File: src/rtl/fetch_pc_unit.sv
// -----------------------------------------------------------------------------
// fetch_pc_unit
//
// Instruction-fetch and next-PC stage that sits directly in front of the main
// decoder. The unit holds the PC and fetches one instruction word at a time
// over a simple request/ready memory handshake, which may insert any number of
// wait states. It presents the latched word to the decoder and datapath for an
// execute window, then resolves the next PC from the decoder controls and the
// ALU flags.
//
// Sequence of states:
//   IDLE  -> one cycle after reset
//   FETCH -> request pc until memory answers with imem_ready
//   EXEC  -> instruction executes; retires on the first cycle with stall low
//   HALT  -> parked until reset
// An instruction therefore costs at least two cycles: FETCH with imem_ready
// high, then one EXEC cycle.
//
// Parameter:
//   RESET_PC      PC loaded on reset (word aligned)
//
// Ports:
//   clk, rst      rising-edge clock, synchronous active-high reset
//   imem_req      fetch request (high in FETCH)
//   imem_addr     fetch address, always equal to pc
//   imem_ready    imem_rdata carries the requested word this cycle
//   imem_rdata    fetched instruction word
//   instr         latched instruction for the decoder/datapath
//   instr_valid   instr is executing this cycle (high in EXEC)
//   stall         hold the current instruction in execute
//   halt_req      enter HALT once the current instruction retires
//   branch        3-bit branch code: 001 beq, 010 bne, 011 bgez,
//                 100 bgtz, 101 blez, 110 bltz (000/111 never taken)
//   jcntrl        j or jal
//   jrcntrl       jr (highest priority target: rs_data)
//   jalcntrl      jal; only qualifies link_addr use downstream
//   alu_zero      ALU result equals zero
//   alu_neg       ALU result bit 31
//   rs_data       register rs value (jr target)
//   pc            current PC
//   link_addr     pc + 4, the jal return address
//   pc_write      pc is updated at this clock edge
//   halted        unit is in HALT
//   fault         misaligned jr seen (sticky until reset)
//
// Build option:
//   JR_ALIGN_CHECK_EN  when defined, a jr whose target has nonzero low bits
//                      does not retire: pc holds, fault is set and the unit
//                      halts, even if stall is high. When undefined, fault is
//                      tied low and the jr target is used unmodified.
// -----------------------------------------------------------------------------
module fetch_pc_unit #(
  parameter logic [31:0] RESET_PC = 32'h0000_0000
) (
  input  logic        clk,
  input  logic        rst,
  output logic        imem_req,
  output logic [31:0] imem_addr,
  input  logic        imem_ready,
  input  logic [31:0] imem_rdata,
  output logic [31:0] instr,
  output logic        instr_valid,
  input  logic        stall,
  input  logic        halt_req,
  input  logic [2:0]  branch,
  input  logic        jcntrl,
  input  logic        jrcntrl,
  input  logic        jalcntrl,
  input  logic        alu_zero,
  input  logic        alu_neg,
  input  logic [31:0] rs_data,
  output logic [31:0] pc,
  output logic [31:0] link_addr,
  output logic        pc_write,
  output logic        halted,
  output logic        fault
);

  typedef enum logic [1:0] {
    S_IDLE  = 2'd0,
    S_FETCH = 2'd1,
    S_EXEC  = 2'd2,
    S_HALT  = 2'd3
  } state_t;

  localparam logic [2:0] BR_BEQ  = 3'b001;
  localparam logic [2:0] BR_BNE  = 3'b010;
  localparam logic [2:0] BR_BGEZ = 3'b011;
  localparam logic [2:0] BR_BGTZ = 3'b100;
  localparam logic [2:0] BR_BLEZ = 3'b101;
  localparam logic [2:0] BR_BLTZ = 3'b110;

  state_t      state_q, state_d;
  logic [31:0] pc_q, pc_d;
  logic [31:0] instr_q, instr_d;

  // Next-PC datapath
  logic [31:0] pc_plus4;
  logic [31:0] br_offset;
  logic [31:0] br_target;
  logic [31:0] j_target;
  logic        branch_taken;
  logic [31:0] next_pc;
  logic        jr_misaligned;

  // jalcntrl carries no work here: the jump itself comes from jcntrl and the
  // link address is always available. Kept as a port for the decoder wiring.
  logic unused_jal;
  assign unused_jal = jalcntrl;

  // All adds are modulo 2^32; 32'hFFFF_FFFC + 4 wraps to zero.
  assign pc_plus4  = pc_q + 32'd4;
  assign br_offset = {{14{instr_q[15]}}, instr_q[15:0], 2'b00};
  assign br_target = pc_plus4 + br_offset;
  assign j_target  = {pc_plus4[31:28], instr_q[25:0], 2'b00};

  always_comb begin
    branch_taken = 1'b0;
    unique case (branch)
      BR_BEQ:  branch_taken = alu_zero;
      BR_BNE:  branch_taken = !alu_zero;
      BR_BGEZ: branch_taken = !alu_neg;
      BR_BGTZ: branch_taken = !alu_neg && !alu_zero;
      BR_BLEZ: branch_taken = alu_neg || alu_zero;
      BR_BLTZ: branch_taken = alu_neg;
      default: branch_taken = 1'b0;
    endcase
  end

  // jr beats j/jal, which beat a taken branch, which beats fall-through.
  always_comb begin
    if (jrcntrl) begin
      next_pc = rs_data;
    end else if (jcntrl) begin
      next_pc = j_target;
    end else if (branch_taken) begin
      next_pc = br_target;
    end else begin
      next_pc = pc_plus4;
    end
  end

`ifdef JR_ALIGN_CHECK_EN
  logic fault_q, fault_d;

  assign jr_misaligned = jrcntrl && (rs_data[1:0] != 2'b00);
  assign fault         = fault_q;
`else
  assign jr_misaligned = 1'b0;
  assign fault         = 1'b0;
`endif

  // Next-state and output logic
  always_comb begin
    state_d     = state_q;
    pc_d        = pc_q;
    instr_d     = instr_q;
    imem_req    = 1'b0;
    instr_valid = 1'b0;
    pc_write    = 1'b0;
    halted      = 1'b0;
`ifdef JR_ALIGN_CHECK_EN
    fault_d     = fault_q;
`endif

    unique case (state_q)
      S_IDLE: begin
        state_d = S_FETCH;
      end

      S_FETCH: begin
        imem_req = 1'b1;
        if (imem_ready) begin
          instr_d = imem_rdata;
          state_d = S_EXEC;
        end
      end

      S_EXEC: begin
        instr_valid = 1'b1;
        if (jr_misaligned) begin
          // Faulting jr never retires and overrides stall.
`ifdef JR_ALIGN_CHECK_EN
          fault_d = 1'b1;
`endif
          state_d = S_HALT;
        end else if (!stall) begin
          // Stall has precedence over halt_req; the halt only lands on the
          // edge where the instruction actually retires.
          pc_write = 1'b1;
          pc_d     = next_pc;
          state_d  = halt_req ? S_HALT : S_FETCH;
        end
      end

      S_HALT: begin
        halted = 1'b1;
      end

      default: begin
        state_d = S_IDLE;
      end
    endcase
  end

  always_ff @(posedge clk) begin
    if (rst) begin
      state_q <= S_IDLE;
      pc_q    <= RESET_PC;
      instr_q <= 32'd0;
`ifdef JR_ALIGN_CHECK_EN
      fault_q <= 1'b0;
`endif
    end else begin
      state_q <= state_d;
      pc_q    <= pc_d;
      instr_q <= instr_d;
`ifdef JR_ALIGN_CHECK_EN
      fault_q <= fault_d;
`endif
    end
  end

  assign imem_addr = pc_q;
  assign pc        = pc_q;
  assign instr     = instr_q;
  assign link_addr = pc_plus4;

endmodule

File: config.mk
export PLATFORM = sky130hd
export DESIGN_NAME = fetch_pc_unit
export DESIGN_NICKNAME = d
export VERILOG_FILES = /design/src/rtl/fetch_pc_unit.sv
export SDC_FILE = /design/constraint.sdc
export NUM_CORES = 1
export LEC_CHECK = 0
export CORE_MARGIN = 10
export CORE_UTILIZATION = 50
export DETAILED_ROUTE_END_ITERATION = 8
export HOLD_SLACK_MARGIN = 0.03
export PLACE_DENSITY_LB_ADDON = 0.25
export SLEW_MARGIN = 20
export SYNTH_ARGS = -nofsm -noshare
export SYNTH_HDL_FRONTEND = slang
export SYNTH_SLANG_ARGS = --single-unit
File: constraint.sdc
create_clock -name clk -period 6.2 [get_ports clk]
set_input_delay 0.93 -clock clk [delete_from_list [all_inputs] [get_ports clk]]
set_output_delay 0.93 -clock clk [all_outputs]
set_load 0.02 [all_outputs]
=== Word level (Yosys, flattened, before mapping) ===
Index checks and enable logic that the tools add are counted.

* Bits of input ports: 77
* Flip-flop bits (word level): 66
* Logic and storage cells: 39

* Muxes and demuxes: 13
* Bitwise gates (word level): 1
* Add/subtract/negate cells: 2
* Equal/unequal tests: 11
* Reduce and logical (&&, ||, !) cells: 9

{| class="wikitable"
|+ Operator list
! kind !! number
|-
| $mux 32 || 3
|-
| $add 32x3->32 const B || 1
|-
| $add 32x32->32 || 1
|-
| $eq 3x3->1 const B || 3
|-
| $eq 3x2->1 const B || 2
|-
| $mux 2 || 3
|-
| $pmux 1 s6 || 1
|-
| $pmux 2 s3 || 1
|-
| $mux 1 || 5
|-
| $eq 2x2->1 const B || 2
|-
| $ne 2x2->1 const B || 2
|-
| $reduce_and 2->1 || 2
|-
| $eq 3x1->1 const B || 1
|-
| $reduce_and 3->1 || 1
|-
| $reduce_bool 3->1 || 1
|-
| $eq 2x1->1 const B || 1
|-
| $logic_not 1->1 || 2
|-
| $logic_not 2->1 || 1
|-
| $logic_and 1x1->1 || 1
|-
| $logic_or 1x1->1 || 1
|-
| $not 1->1 || 1
|}

=== Longest topological paths before layout ===
* Word-level depth: 6
* Depth in mapped cells: 15

=== Worst setup path after synthesis ===
Ideal clock, no wire load.

* Path kind: register to register
* Start point: register pc_q[2], in the netlist imem_addr[2]
* End point: register pc_q[27], in the netlist imem_addr[27]
* Buffers on the path: 1
* Path slack: 2.171 ns
* Arrival time: 3.933 ns
* Required time: 6.104 ns
* Cell stages (with the launch flop): 15
* Clock period less this slack: 4.029 ns
* Path through: dfxtp_1 ha_1 nand3_1 nor4_4 nand2_1 xnor2_1 ha_1 clkbuf_1 a21oi_1 o211ai_1 a211o_1 a221oi_2 a21oi_1 o31a_1 o41ai_2

* Longest elaborated chain between the ends: 5

{| class="wikitable"
|+ RTL lines
! item !! line !! RTL
|-
| from (decl) || 94 || <nowiki>logic [31:0] pc_q, pc_d;</nowiki>
|-
| from (signal assigned) || 216 || <nowiki>pc_q <= pc_d;</nowiki>
|-
| $add 32x3->32 || 112 || <nowiki>assign pc_plus4 = pc_q + 32'd4;</nowiki>
|-
| named net link_addr[16] || 73 || <nowiki>output logic [31:0] link_addr,</nowiki>
|-
| $add 32x32->32 || 114 || <nowiki>assign br_target = pc_plus4 + br_offset;</nowiki>
|-
| $mux 32 || 136 || <nowiki>end else if (branch_taken) begin</nowiki>
|-
| $mux 32 || 134 || <nowiki>end else if (jcntrl) begin</nowiki>
|-
| $mux 32 || 132 || <nowiki>if (jrcntrl) begin</nowiki>
|}

The timed path passes the listed nets, and every way through them passes these cells.
A chain may end at the register's enable or synchronous reset.

=== Worst setup path in the final report ===
* Start point: register pc_q[2], in the netlist imem_addr[2]
* End point: output port link_addr[24]

* Longest elaborated chain between the ends: 1

{| class="wikitable"
|+ RTL lines
! item !! line
|-
| $add 32x3->32 || 112
|-
| to (decl) || 73
|}

No other way between the ends.

==> run_results.csv <==
group,metric,value,unit
clock_network,cts_num_sinks,66,
logic_synthesis,yosysMostFrequentCell,"nand2_1",
global_routing,grt-busiest-layer,"met2",
clock_network,path_clk_slew,0.05,ns
logic_synthesis,synth_top_area_share,22.6,%
worst_setup_path,r2r_start,"imem_addr[2]$_SDFFE_PP0P_",
timing,hold_ws,0.453,ns
floorplanning,chipWidth,128,µm
global_routing,grt_max_degree,63,
logic_synthesis,syn_nets,909,
placement,io_buffers,207,
clock_network,cts_buffers,9,
logic_synthesis,yosys_warnings,0,
clock_network,cts_tree,"built",
timing,drv_slew,0,
timing,setup-violations-final,0,
logic_synthesis,synth_common_cells,"118 x nand2_1, 85 x a21oi_1, 66 x dfxtp_1",
logic_synthesis,synth-adder-area-share,9.10,%
logic_synthesis,syn_area,5860,µm²
clock_network,clk_path_buf_depth,2,
routing,detail_route.vias_per_cell,6.05,
clock_network,cts-root-buf,"clkbuf_16",
logic_synthesis,yosys.area.top_type,"dfxtp_1",
worst_setup_path,crit_path_start,"imem_addr[2]$_SDFFE_PP0P_",
timing,hold_violations,0,
worst_setup_path,ff2ff_setup_slack,1.92,ns
worst_setup_path,cp-start-kind,"register",
logic_synthesis,synth.area.mux_share,0.513,%
cells_and_area,nNetsFinal,1054,
routing,drt_iter0_markers,607,
clock_network,clkLatencyLatePin,0.34,ns
power,worst_ir_drop_vdd,233,µV
cells_and_area,fillers,940,
logic_synthesis,synth_area_leaders,"dfxtp_1 23%, ha_1 8.8%, nand2_1 7.6%, a21oi_1 7.3%, buf_4 4.5%",
logic_synthesis,ys_seq_area_share,22.6,%
global_routing,grtUsageMet1,32.1,%
global_routing,grtUsageTotal,25.5,%
clock_network,cts_hold_buf,0,
cells_and_area,design_area,8010,µm²
routing,first_pass_iters,5,
cells_and_area,syn2layout_area_growth,36.8,%
timing,slew_headroom,41.1,%
logic_synthesis,synthSimpleGateAreaFrac,24.4,%
clock_network,cts_setup_buffers,0,
logic_synthesis,async_reset_ff_share,0,%
logic_synthesis,avgSynthCellArea,7.42,µm²
floorplanning,ios,210,
global_routing,grt_pass1_vias,6086,
run,maxCapViolCount,0,
floorplanning,dieArea,16400,µm²
worst_setup_path,ff2ff_path_depth,13,
clock_network,cts_max_level,3,
floorplanning,start_util,51.1,%
global_routing,use_met2,39.8,%
worst_setup_path,crit_fanout,8,
floorplanning,rows,39,
logic_synthesis,synth_edf_count,0,
worst_setup_path,cp.arrival,3.39,ns
worst_hold_path,hold_path_class,"reg2reg",
timing,min_period_over_period,69.7,%
power,power.leakage,3.14,nW
routing,wl_per_cell,20.2,µm
outcome,outcome,"completed",
timing,worst_pin_slew,0.883,ns
floorplanning,core,11500,µm²
logic_synthesis,ys_ff_latch,66,
clock_network,ctsResizeCount,0,
worst_setup_path,worst-setup-path-type,"reg2out",
global_routing,grt_pass1_wl,33900,µm
global_routing,grt_overflow,0,
worst_setup_path,endpoint,"link_addr[24]",
timing,timing.fmax,231,MHz
worst_setup_path,reg2reg_to,"imem_addr[27]$_SDFFE_PP0P_",
logic_synthesis,ys.flop_type,"dfxtp_1",
logic_synthesis,ys_types,77,
placement,place_hpwl,16500,µm
logic_synthesis,synth_compound_area_share,27.2,%
logic_synthesis,synth_cells,790,
power,power.density,178,nW/µm²
placement,place.gp.congestion,0.999,
global_routing,grt_antenna_before_repair,0,
placement,placed_area,7720,µm²
cells_and_area,drive_gt1_share,4.79,%
worst_setup_path,crit_path_end_kind,"output pin",
routing,totalWireLength,21800,µm
timing,fin_crit,4.32,ns
global_routing,use_met3,9.10,%
timing,skew,0.00645,ns
timing,rsz0062_at_grt,"no",
floorplanning,die_h,128,µm
logic_synthesis,synth_top_family_by_area,"compound AO/OA/AOI/OAI gates",
routing,drc,0,
routing,ant_nets,0,
logic_synthesis,synth_xor_xnor_area_share,7.16,%
routing,num_vias,6549,
worst_setup_path,worstPathRequired,5.27,ns
timing,final.setup.tns,0,ns
cells_and_area,n_antenna_cell,0,
## logic make-up (layout without fill, tap and decap cells)
family                     Yosys count  count (layout)
muxes                                3               3
other                                1               1
DFF                                 66              66
xor gates and xnor gates            47              47
and+or+nand+nor                    292             292
buffers and inverters              104             254
AOI/OAI and AO/OA                  235             235
adders and majority gates           42              42
## power breakdown
part	switching (W)	internal, W
Sequential	0.0000360	0.000450
Combinational	0.000242	0.000187
Clock	0.000199	0.000312
## worst max-delay path, stage by stage (launching register included)
cell	delay [ns]
dfxtp_1	0.52
ha_1	0.29
nand3_1	0.19
nor4_4	0.61
nand3_1	0.21
xnor2_1	0.51
clkdlybuf4s50_1	0.72
## metal layers
metal | wire length (µm) | vias to the layer above
li1 | - | 3142
met1 | 8880 | 3056
met2 | 10100 | 327
met3 | 2550 | 24
met4 | 338 | 0
met5 | 0 | -
## worst min path at each step
| stage | cells past startpoint | from | endpoint |
|---|---|---|---|
| 2_1_floorplan | 2 | instr[26]$_SDFFE_PP0P_ | instr[26]$_SDFFE_PP0P_ |
| 3_3_place_gp | 2 | instr[28]$_SDFFE_PP0P_ | instr[28]$_SDFFE_PP0P_ |
| 3_5_place_dp | 2 | instr[26]$_SDFFE_PP0P_ | instr[26]$_SDFFE_PP0P_ |
| 4_1_cts | 2 | instr[27]$_SDFFE_PP0P_ | instr[27]$_SDFFE_PP0P_ |
| 5_1_grt | 2 | instr[29]$_SDFFE_PP0P_ | instr[29]$_SDFFE_PP0P_ |
| 6_report | 2 | instr[26]$_SDFFE_PP0P_ | instr[26]$_SDFFE_PP0P_ |
## stage by stage
step                util [%]  worst slack (ns)  instances  power (W)
global route            69.9              1.63       1083    0.00149
CTS                     69.8              1.90       1083    0.00143
global placement        67.3              2.05       1067   0.000914
detailed placement      67.3              1.97       1067   0.000918
floorplan                  -              2.17        790   0.000736
finish                  69.9              1.88       1083    0.00143
## state kept, by name, summed over array words and instances, names as in the netlist
register / flops
instr: 32
state_q: 2
imem_addr: 32
## layout make-up
cell class                 instances  area (µm²)  share of cell area [%]
clock buffer                      12         236                    2.95
clock inverter                     4        51.3                   0.640
inverter                          23        86.3                    1.08
multi-input combinational        620        4010                    50.1
sequential                        66        1320                    16.5
tap                              143         179                    2.23
timing repair buffer             215        2130                    26.5
## cell usage in the layout, fill, tap and decap left out, drive strengths merged, types with 7 or more instances in the layout
master / count
buf: 9
and3: 15
nand3: 26
nand2: 118
or3: 8
clkbuf: 12
o21ai: 27
nor3: 15
a221oi: 8
o21a: 8
xor2: 19
ha: 41
nor2b: 7
clkdlybuf4s50: 206
xnor2: 28
nor2: 57
nand4: 16
o211ai: 10
a21o: 16
and4: 9
inv: 24
a211oi: 15
dfxtp: 66
a21oi: 86
Power figures use the tool's default switching activity.
